**src/rtl/pipe_ctrl.sv**
```systemverilog
// Pipeline sequencing controller: merges per-stage stall requests and flush requests
// into the stage-hold vector and flush strobe, plus a stall watchdog and stall counter.
module pipe_ctrl #(
    parameter int FLUSH_CYCLES  = 1,
    parameter int STALL_TIMEOUT = 1024,
    parameter int CNT_W         = 32
) (
    input  logic             clk,
    input  logic             rst,
    input  logic             stallreq_id,
    input  logic             stallreq_ex,
    input  logic             stallreq_mem,
    input  logic             flush_req,
    input  logic [31:0]      flush_pc_in,
    output logic [5:0]       stall,
    output logic             flush,
    output logic [31:0]      new_pc,
    output logic             stall_timeout,
    output logic [CNT_W-1:0] perf_stall_cnt
);

    typedef enum logic [1:0] {RUN, STALL, FLUSH} state_t;

    localparam int         WD_W       = $clog2(STALL_TIMEOUT + 1);
    localparam logic [3:0] FLUSH_LOAD = 4'(FLUSH_CYCLES - 1);

    state_t           state;
    logic [3:0]       flush_cnt;
    logic [31:0]      target;
    logic [WD_W-1:0]  wd_cnt;
    logic             timeout_q;
    logic [CNT_W-1:0] perf_q;
    logic [5:0]       stall_raw;

    // Deepest requesting stage wins; WB is never held.
    always_comb begin
        stall_raw = 6'b000000;
        if (stallreq_mem)
            stall_raw = 6'b011111;
        else if (stallreq_ex)
            stall_raw = 6'b001111;
        else if (stallreq_id)
            stall_raw = 6'b000111;
    end

    // A new flush request overrides everything, including an in-progress flush.
    always_comb begin
        stall  = 6'b000000;
        flush  = 1'b0;
        new_pc = 32'h0;
        if (!rst) begin
            if (flush_req) begin
                flush  = 1'b1;
                new_pc = flush_pc_in;
            end else if (state == FLUSH) begin
                flush  = 1'b1;
                new_pc = target;
            end else begin
                stall = stall_raw;
            end
        end
    end

    assign stall_timeout  = !rst && timeout_q;
    assign perf_stall_cnt = rst ? '0 : perf_q;

    // flush_cnt holds the number of FLUSH-state cycles still to run, including the current one.
    always_ff @(posedge clk) begin
        if (rst) begin
            state     <= RUN;
            flush_cnt <= 4'd0;
            target    <= 32'h0;
            wd_cnt    <= '0;
            timeout_q <= 1'b0;
            perf_q    <= '0;
        end else begin
            if (flush_req) begin
                target    <= flush_pc_in;
                flush_cnt <= FLUSH_LOAD;
                state     <= (FLUSH_CYCLES > 1) ? FLUSH : RUN;
            end else if (state == FLUSH) begin
                if (flush_cnt <= 4'd1)
                    state <= RUN;
                else
                    flush_cnt <= flush_cnt - 4'd1;
            end else if (stall != 6'b000000) begin
                state <= STALL;
            end else begin
                state <= RUN;
            end

            if (stall == 6'b000000) begin
                wd_cnt <= '0;
            end else begin
                if (wd_cnt != WD_W'(STALL_TIMEOUT))
                    wd_cnt <= wd_cnt + 1'b1;
                if (wd_cnt == WD_W'(STALL_TIMEOUT - 1))
                    timeout_q <= 1'b1;
            end

            if (stall != 6'b000000 && perf_q != '1)
                perf_q <= perf_q + 1'b1;
        end
    end

endmodule

```
**config.mk**
```make
export PLATFORM = sky130hd
export DESIGN_NAME = pipe_ctrl
export DESIGN_NICKNAME = d
export VERILOG_FILES = /design/src/rtl/pipe_ctrl.sv
export SDC_FILE = /design/constraint.sdc
export NUM_CORES = 1
export LEC_CHECK = 0
export CORE_UTILIZATION = 47
export DETAILED_ROUTE_END_ITERATION = 16
export HOLD_SLACK_MARGIN = 0.15
export PLACE_DENSITY = 0.95
export SLEW_MARGIN = 10
export SYNTH_ARGS = -nofsm -noshare
export SYNTH_HDL_FRONTEND = slang
export SYNTH_SLANG_ARGS = --single-unit
```
**constraint.sdc**
```tcl
create_clock -name clk -period 3.2 [get_ports clk]
set_clock_uncertainty 0.2 [all_clocks]
set_input_delay 0.48 -clock clk [delete_from_list [all_inputs] [get_ports clk]]
set_output_delay 0.48 -clock clk [all_outputs]
set_load 0.005 [all_outputs]
```
* Yosys cells after proc, flatten, opt, wreduce, memory -nomap -nowiden
Cells that the tools add are included.
** Word-level totals
- Register bits after elaboration :: 82
- Bits in latches :: 0
- Memory bits (writable) :: 0
- Bits in read-only memories :: 0
- Bits of input ports :: 38
- Output and inout port bits :: 72
- Word-level logic and storage cells :: 42
- Memories :: 0
** Operators by class
- Add/sub/neg operators :: 3
- Multiply operators :: 0
- Divide/modulo/power cells :: 0
- Magnitude comparators :: 1
- Equal/unequal tests :: 5
- Shift operators :: 0
- Multiplexer cells :: 16
- Bitwise gates (word level) :: 2
- Reduce and logical (&&, ||, !) cells :: 9
** Operators by type and width (number)
- 32-bit two-way mux :: 4
- 32-bit by 1-bit adder with 32-bit output (second input constant) :: 1
- 32-bit != test (second input constant) :: 1
- 6-bit two-way mux :: 3
- 11-bit by 1-bit adder with 11-bit output (second input constant) :: 1
- 11-bit by 10-bit == test with 1-bit output (second input constant) :: 1
- 11-bit != test (second input constant) :: 1
- 6-bit zero test :: 1
- 6-bit nonzero test :: 1
- 5-bit two-way mux :: 1
- 4-bit by 1-bit <= comparator with 1-bit output (second input constant) :: 1
- 1-bit two-way mux :: 4
- 2-bit two-way mux :: 2
- 4-bit two-way mux :: 1
- 2-bit AND reduction :: 2
- 2-bit OR reduction :: 2
- 4-bit by 1-bit subtractor with 4-bit output (second input constant) :: 1
- 3-bit two-way mux :: 1
- 2-bit == test (second input constant) :: 1
- 1-bit logical AND :: 2
- 2-bit by 1-bit != test with 1-bit output (second input constant) :: 1
- 1-bit NOT :: 2
- 1-bit zero test :: 1

* Logic depth before layout (Yosys ltp)
Gate-level depths: netlist of run 1.
- Word-level depth :: 9
- Gate-level depth with buffers :: 8
- Mapped depth without buffers :: 6

* Worst setup path before layout of run 1
No wires, ideal clock.
- Path type :: input -> register
- Start :: input port rst
- End :: register perf_q[31]
- Setup time :: 0.119 ns
- Data arrival time :: 1.831 ns
- Required time :: 2.881 ns
- Setup slack :: 1.051 ns
- Cell stages on the path :: 5
- Buffers on the path :: 0
- Path through :: nor2_2 nor4b_4 nand3_4 or4_1 o221a_1
** Between the ends
- Cells in the longest elaborated chain, start to end :: 3
** Ends and longest elaborated chain
- start, declared :: RTL line 9 : input logic rst,
- 6-bit two-way mux :: RTL line 51 : if (!rst) begin
- 6-bit nonzero test :: RTL line 101 : if (stall != 6'b000000 && perf_q != '1)
- 1-bit logical AND :: RTL line 101
- end signal, assigned :: RTL line 102 : perf_q <= perf_q + 1'b1;
- end, declared :: RTL line 32 : logic [CNT_W-1:0] perf_q;
Parallel ways exist; a longest one is shown, timed or not.
A chain may end at the register's enable or synchronous reset.

* Worst setup path after layout of run 1
- Start :: input port stallreq_mem
- End :: output port stall[2]
** Between the ends
- Cells in the longest elaborated chain, start to end :: 4
** Ends and longest elaborated chain
- start, declared :: RTL line 12 : input logic stallreq_mem,
- 5-bit two-way mux :: RTL line 38 : if (stallreq_mem)
- 6-bit two-way mux :: RTL line 55 : end else if (state == FLUSH) begin
- 6-bit two-way mux :: RTL line 52 : if (flush_req) begin
- 6-bit two-way mux :: RTL line 51
- end, declared :: RTL line 15 : output logic [5:0] stall,
No other way between the ends.

==> results.cfg, run 1 <==
[sta]
rsz0062_at_grt = false
final.period_utilization = 0.871
worst_slew_pin_slew_ns = 0.612
slew_headroom = 0.592
slew_viol_final = 0
setup_viol = 0
fmax_ghz = 0.359
timing.hold.ws_ns = 0.323
period_minus_slack_ns = 2.79
hold_viol = 0
setup-tns-final_ns = 0

[grt]
grt_pass1_vias = 2581
grt_max_degree = 34
grt_usage = 0.255
grt_first_pass_wirelength_um = 12000
grt-ovfl-total = 0
antenna_found_initial = 0

[cts]
post_cts_resized = 0
clk_pin_slew_ns = 0.08
postCtsSetupBuffers = 0
htreeDepth = 2
cts_hold_buf = 0
cts_buffer_depth = 2
cts_sinks = 44
numCtsBuffers = 5
cts_tree = done
cts-root-buf = clkbuf_8
worst_skew_pair.late_latency_ns = 0.31

[final_layout]
n_antenna_cell = 0
fin_util = 0.733
area_growth_pct = 45.6
drive_gt1_frac = 0.0745
n_fill_cell = 416
final_nets = 483
final_area_mm2 = 0.00386

[synthesis]
synth_cell_type_count = 40
synth_nets = 381
synth_edf_count = 0
syn-instance-count = 340
synth_top_area_frac = 0.332
synth_area_leaders = dfxtp_1, and2_1, nor2b_1, mux2_2, nor2_1
synth.ff_latch_count = 44
yosysWarnings = 0
yosys.area.top_type = dfxtp_1
synthArstFlopShare = 0
syn_area_per_cell_um2 = 7.81
netlist_area_mm2 = 0.00265
synth_common_cells = dfxtp_1, nor2_1, and2_1, nor2b_1, nand2_1
synth_most_common_cell = dfxtp_1
ys_seq_area_frac = 0.332
synthFlopType = dfxtp_1

[route]
ant_nets = 0
first_iter_violations = 189
viasPerCell = 5.48
drt_wl_total_um = 7560
dr.pass1.iters = 4
routedWlPerCell_um = 14.7
vias = 2811
drc = 0

[setup_path]
crit_chain = clkdlybuf4s50_1 -> or3_1 -> nand2_1 -> inv_1 -> clkdlybuf4s50_1
worstPathRequired_ns = 2.52
crit_slowest_cell = clkdlybuf4s50_1
crit_arrival_ns = 2.11
crit_family = buffers and inverters
critPathCaptureType = primary output
reg2reg_slack_ns = 0.76
slowest_delay_ns = 0.49
cp_common_cell = clkdlybuf4s50_1
path_max_fanout = 8
worst-path-buf-inv = 3
worstSetupPathType = in -> out
start_kind = primary input

[outcome]
outcome = complete, no violations

[power]
swShare = 0.229
total_power_mw = 1.06
ir_drop_mv = 0.271
power_density_mw_per_mm2 = 275
pwr-share-clk = 0.343
share_comb_of_total_power = 0.135
power_frac_seq = 0.522
p_leak_nw = 1.36
p_int_uw = 818
p_sw_uw = 244

[floorplanning]
die_h_um = 77.1
die_x_um = 77.1
core_mm2 = 0.00527
ios = 110
die_area_mm2 = 0.00595
row_count = 26
initial_core_util = 0.504

[placed_design]
dp_hpwl_um = 5950
io_buffers = 108
dpl_cell_area_mm2 = 0.00377
routabilityCongestion = 0.891

[job]
drv_cap = 0

[min_path]
worstHoldPathType = reg -> reg
==> metrics by stage <==
stage	std cells	worst slack [ns]
after detailed placement	505	0.432
after CTS	513	0.426
after floorplan	340	1.05
after global routing	513	0.348
final	513	0.413
after global placement	505	0.462
==> routing by layer <==
layer / up-vias / routed length (um) / share of wire / GRT usage
met2: 127 / 4010 / 0.53 / 0.496
met4: 0 / 187 / 0.025 / 0.102
li1: 1379 / - / - / -
met3: 22 / 641 / 0.085 / 0.0702
met1: 1283 / 2720 / 0.36 / 0.251
met5: - / 0 / 0 / 0
==> state kept, by name (all words and copies together), names as in the netlist <==
name / cells
perf_q: 32
wd_cnt: 11
timeout_q: 1
==> final timing paths <==
path / cells after the start / to / from
max: 5 / stall[2] / stallreq_mem
min: 1 / perf_q[0]$_SDFFE_PP0P_ / perf_q[0]$_SDFFE_PP0P_
max reg2reg: 6 / perf_q[5]$_SDFFE_PP0P_ / perf_q[0]$_SDFFE_PP0P_
min reg2reg: 1 / perf_q[0]$_SDFFE_PP0P_ / perf_q[0]$_SDFFE_PP0P_
==> cell usage in the layout, fill, tap and decap left out, drive strengths merged, types with 7 or more instances in the layout <==
master         count
clkdlybuf4s50    107
dfxtp             44
nor2              40
and2              35
nor2b             28
nand3             21
nand2             20
mux2              15
o21ai             14
inv               13
nor3              12
xor2               9
or3                8
nand4              8
clkbuf             8
nor4               7
a21oi              7
==> area by class of cell <==
| class | count | area, um2 | area share |
|---|---|---|---|
| Multi-Input combinational cell | 265 | 1640 | 0.425 |
| Sequential cell | 44 | 881 | 0.228 |
| Inverter | 13 | 48.8 | 0.0126 |
| Clock buffer | 8 | 90.1 | 0.0233 |
| Tap cell | 70 | 87.6 | 0.0227 |
| Timing Repair Buffer | 113 | 1110 | 0.288 |
==> kinds of logic (layout without fill, tap and decap cells) <==
kind of cell	count (synthesis)	count (layout)	synth area share
and+or+nand+nor	202	202	0.429
DFF	44	44	0.332
AOI/OAI and AO/OA	34	34	0.0778
buffers and inverters	31	134	0.0490
muxes	15	15	0.0636
xor gates and xnor gates	10	10	0.0330
adders and majority gates	3	3	0.0141
other	1	1	0.00141
==> power by group through the flow <==
| stage | Combinational [mW] | Clock [mW] | Sequential [mW] |
|---|---|---|---|
| finish | 0.144 | 0.364 | 0.554 |
| global route | 0.154 | 0.388 | 0.554 |
| CTS | 0.145 | 0.370 | 0.554 |
| detailed placement | 0.144 | 0 | 0.567 |
| global placement | 0.140 | 0 | 0.566 |
| floorplan | 0.0488 | 0 | 0.566 |
(Power assumes the default switching activity.)
==> run 2, diff against run 1 <==
Settings changed: PLACE_DENSITY 0.95 to 0.87.
==> run 2 against run 1 <==
  * Via count down 1.8%
  * Wire length down 8.0%
  * Clock-buffer cell count down 3
  * Core utilization up 0.12 points
  * Die area unchanged
  * Sequential power about the same
  * Clock power up 19%
  * Critical path type unchanged
  * Hold slack better by 0.0041 ns
  * Total power up 6.0%
  * Non-clock buffer count down 2
==> results.cfg, run 2 (synthesis results as in run 1) <==
[placed_design]
dp.cells = 503
routabilityCongestion = 0.871
io_buffers = 108
dp_hpwl_um = 5310

[cts]
cts-root-buf = clkbuf_8
cts_buffer_depth = 2
clk_pin_slew_ns = 0.09
post_cts_resized = 0
cts_tree = done
postCtsSetupBuffers = 0
cts_sinks = 44
worst_skew_pair.late_latency_ns = 0.31
htreeDepth = 2
cts_hold_buf = 0
numCtsBuffers = 5

[setup_path]
path_max_fanout = 8
worstPathRequired_ns = 2.52
start_kind = primary input
crit_arrival_ns = 2.05
worstSetupPathType = in -> out
critPathCaptureType = primary output
reg2regPathDepth = 6

[sta]
setup-tns-final_ns = 0
hold_viol = 0
rsz0062_at_grt = false
fmax_ghz = 0.366
period_minus_slack_ns = 2.73
slew_viol_final = 0
final.period_utilization = 0.854
worst_slew_pin_slew_ns = 0.612
slew_headroom = 0.592
setup_viol = 0

[final_layout]
area_growth_pct = 45.8
n_fill_cell = 431
largest_reg_flops = 32
final_common_cell = clkdlybuf4s50_1
final_cell_mix = clkdlybuf4s50_1, dfxtp_1, nor2_1
top_register = perf_q
multi_input_area_mm2 = 0.00164
final_nets = 481
reg_top3 = perf_q: 32 flops, wd_cnt: 11 flops, timeout_q: 1 flops
drive_gt1_frac = 0.0748
register_area_um2 = 881
n_antenna_cell = 0
finalNonFillerCells = 511

[floorplanning]
die_area_mm2 = 0.00595
die_h_um = 77.1
initial_core_util = 0.504
core_mm2 = 0.00527
row_count = 26
die_x_um = 77.1
ios = 110

[route]
vias = 2761
drc = 0
first_iter_violations = 247
routedWlPerCell_um = 13.6
dr.pass1.iters = 5
viasPerCell = 5.40
drt_wl_total_um = 6950
ant_nets = 0

[power]
p_sw_uw = 253
share_comb_of_total_power = 0.123
power_density_mw_per_mm2 = 291
pwr-share-clk = 0.385
ir_drop_mv = 0.244
p_int_uw = 872
swShare = 0.225
p_leak_nw = 1.35
power_frac_seq = 0.492

[grt]
grt_first_pass_wirelength_um = 11600
grt_pass1_vias = 2551
antenna_found_initial = 0
grt_usage = 0.240
grt_max_degree = 59
grt-ovfl-total = 0

[min_path]
holdPathStages = 2
worstHoldPathType = reg -> reg

[outcome]
outcome = complete, no violations

[job]
drv_cap = 0
run 2: cell types whose count changed in the layout (fill, tap and decap cells not counted), sizes merged:
cell	delta
buf	-2
bufinv	+1
clkbuf	-3
clkinv	+1
clkinvlp	+1
run 2: worst paths after layout:
| path | startpoint | end | slack, ns |
|---|---|---|---|
| worst min register to register | wd_cnt[9]$_SDFFE_PP0P_ | wd_cnt[9]$_SDFFE_PP0P_ | 0.33 |
| worst max-delay path | stallreq_mem | stall[2] | 0.47 |
| worst max register to register | perf_q[0]$_SDFFE_PP0P_ | perf_q[5]$_SDFFE_PP0P_ | 0.80 |
| worst min-delay path | wd_cnt[9]$_SDFFE_PP0P_ | wd_cnt[9]$_SDFFE_PP0P_ | 0.33 |
run 2: area by class of cell:
cell class                      instances  share of cell area
Multi-Input combinational cell        265               0.425
Sequential cell                        44               0.228
Clock inverter                          3              0.0110
Clock buffer                            5              0.0178
Inverter                               13              0.0126
Timing Repair Buffer                  111               0.284
Tap cell                               70              0.0226
run 2: power by group through the flow:
| stage | Sequential [mW] | Combinational (mW) | Clock (mW) |
|---|---|---|---|
| final | 0.554 | 0.138 | 0.433 |
| after global routing | 0.555 | 0.151 | 0.454 |
| after CTS | 0.554 | 0.139 | 0.438 |
| after detailed placement | 0.567 | 0.139 | 0 |
| after global placement | 0.566 | 0.136 | 0 |
| after floorplan | 0.566 | 0.0488 | 0 |
run 2: layer usage:
metal / wire length (um) / part of all wire / track usage / vias up
li1: - / - / - / 1371
met1: 2840 / 0.41 / 0.268 / 1255
met2: 3450 / 0.50 / 0.437 / 119
met3: 513 / 0.074 / 0.0524 / 16
met4: 146 / 0.021 / 0.0943 / 0
met5: 0 / 0 / 0 / -
run 2: worst max-delay path: stages:
cell	delay, ns
clkdlybuf4s50_1	0.45
or3_1	0.40
nand2_1	0.10
inv_1	0.14
clkdlybuf4s50_1	0.48
run 2: per-stage QoR:
step | power [mW] | hold slack (ns) | instance area, um2 | utilization | setup WS, ns
global route | 1.16 | 0.355 | 3870 | 0.734 | 0.365
floorplan | 0.615 | 0.256 | 2650 | - | 1.05
global placement | 0.703 | 0.266 | 3760 | 0.713 | 0.424
finish | 1.13 | 0.327 | 3870 | 0.734 | 0.468
detailed placement | 0.706 | 0.297 | 3760 | 0.713 | 0.394
CTS | 1.13 | 0.322 | 3870 | 0.734 | 0.466
==> run 3, diff against run 2 <==
Settings changed: CELL_PAD_IN_SITES_DETAIL_PLACEMENT set to 0, CELL_PAD_IN_SITES_GLOBAL_PLACEMENT set to 2, CORE_UTILIZATION 47 to 25, PLACE_DENSITY 0.87 to not set, PLACE_DENSITY_LB_ADDON set to 0.1.
==> run 3 against run 2 <==
  * Final area up 1.9%
  * First-iteration DRC count is 51% lower
  * Die area rose by 85%
  * Total power shrank 7.4%
  * Combinational power is essentially flat
  * Hold slack got worse by 0.033 ns
==> results.cfg, run 3 (synthesis results as in run 1) <==
[cts]
post_cts_resized = 0
cts_sinks = 44
numCtsBuffers = 5
worst_skew_pair.late_latency_ns = 0.29
cts_buffer_depth = 2
clk_pin_slew_ns = 0.09
postCtsSetupBuffers = 0
htreeDepth = 2
cts_hold_buf = 0
cts_tree = done
cts-root-buf = clkbuf_8

[power]
p_leak_nw = 1.36
power_density_mw_per_mm2 = 264
swShare = 0.242
p_int_uw = 789
ir_drop_mv = 0.154
p_sw_uw = 252
share_comb_of_total_power = 0.134
power_frac_seq = 0.532
pwr-share-clk = 0.334

[floorplanning]
row_count = 37
die_x_um = 105
die_area_mm2 = 0.0110
die_h_um = 105
core_mm2 = 0.0103
initial_core_util = 0.257
ios = 110

[sta]
rsz0062_at_grt = false
fmax_ghz = 0.361
worst_slew_pin_slew_ns = 0.572
setup-tns-final_ns = 0
setup_viol = 0
final.period_utilization = 0.865
slew_headroom = 0.619
timing.final.ws_setup_ns = 0.432
hold_viol = 0
period_minus_slack_ns = 2.77
slew_viol_final = 0

[grt]
grt_pass1_vias = 2466
met3_usage = 0.0281
grt-ovfl-total = 0
grt_usage = 0.150
grt.busiest_layer = met2
grt_max_degree = 59
use_met1 = 0.198
antenna_found_initial = 0
grt_first_pass_wirelength_um = 13200
gr-usage-met2 = 0.250

[route]
viasPerCell = 4.61
vias = 2668
drc = 0
dr.pass1.iters = 4
ant_nets = 0
drt_wl_total_um = 8140
first_iter_violations = 120
routedWlPerCell_um = 14.1

[setup_path]
crit_slowest_cell = clkdlybuf4s50_1
worst-path-buf-inv = 3
start_kind = primary input
worstSetupPathType = in -> out
path_max_fanout = 33
cp_common_cell = clkdlybuf4s50_1
crit_family = buffers and inverters
worstPathRequired_ns = 2.52
critPathCaptureType = primary output
crit_arrival_ns = 2.09
reg2regPathDepth = 6
slowest_delay_ns = 0.54
crit_chain = clkdlybuf4s50_1 -> nor2b_1 -> buf_4 -> and2_1 -> clkdlybuf4s50_1
crit_cells = 5

[min_path]
holdPathStages = 2
worstHoldPathType = reg -> reg

[placed_design]
io_buffers = 108
routabilityCongestion = 0.766
dp_hpwl_um = 6320
dp_slack_ns = 0.433

[final_layout]
n_antenna_cell = 0
area_growth_pct = 48.7
n_fill_cell = 1076
reg_top3 = perf_q: 32 flops, wd_cnt: 11 flops, timeout_q: 1 flops
final_common_cell = clkdlybuf4s50_1
final_cell_mix = clkdlybuf4s50_1, dfxtp_1, nor2_1
register_area_um2 = 881
multi_input_area_mm2 = 0.00164
drive_gt1_frac = 0.0790
largest_reg_flops = 32
top_register = perf_q
final_nets = 484

[job]
drv_cap = 0

[outcome]
outcome = complete, no violations
run 3: changes by cell type in the layout (fill, tap and decap cells not counted), sizes merged:
cell    delta
buf        +3
bufinv     -1
run 3: final timing paths:
| check | startpoint | slack [ns] | to |
|---|---|---|---|
| setup / recovery | flush_req | 0.43 | new_pc[19] |
| setup reg to reg | perf_q[0]$_SDFFE_PP0P_ | 0.80 | perf_q[5]$_SDFFE_PP0P_ |
| hold reg to reg | wd_cnt[9]$_SDFFE_PP0P_ | 0.29 | wd_cnt[9]$_SDFFE_PP0P_ |
| hold / removal | wd_cnt[9]$_SDFFE_PP0P_ | 0.29 | wd_cnt[9]$_SDFFE_PP0P_ |
run 3: stage by stage:
stage | total power, mW | area, um2 | hold WS (ns) | std cells | util
2_1_floorplan | 0.615 | 2650 | 0.256 | 340 | -
3_3_place_gp | 0.709 | 3860 | 0.269 | 572 | 0.374
3_5_place_dp | 0.709 | 3860 | 0.278 | 572 | 0.374
4_1_cts | 1.07 | 3950 | 0.293 | 579 | 0.382
5_1_grt | 1.10 | 3950 | 0.332 | 579 | 0.382
6_report | 1.04 | 3950 | 0.294 | 579 | 0.382
run 3: worst register-to-register path: cells and delay by family, from the launching register on:
kind	cells	cell delay [ns]
AND/OR/NAND/NOR	3	1.08
adder cells (fa/ha/maj)	1	0.23
flip-flops	1	0.40
buffers and inverters	1	0.06
multiplexers	1	0.32
run 3: cell type report:
class	instances	area share
well taps	136	0.0431
multi-input cells	265	0.416
repair buffers	114	0.284
clock buffers	5	0.0174
clock inverters	2	0.00317
inverters	13	0.0124
flip-flops and latches	44	0.223
run 3: layer usage:
metal,part of all wire,vias to the layer above,routed length [um]
li1,-,1385,-
met4,0.0054,0,44
met1,0.49,1208,3980
met3,0.040,2,325
met5,0,-,0
met2,0.46,73,3780
run 3: power by group through the flow:
stage          registers (mW)  logic (mW)  clock network [mW]
6_report                0.554       0.140               0.348
5_1_grt                 0.555       0.154               0.391
4_1_cts                 0.554       0.143               0.371
3_5_place_dp            0.567       0.142                   0
3_3_place_gp            0.567       0.142                   0
2_1_floorplan           0.566      0.0488                   0
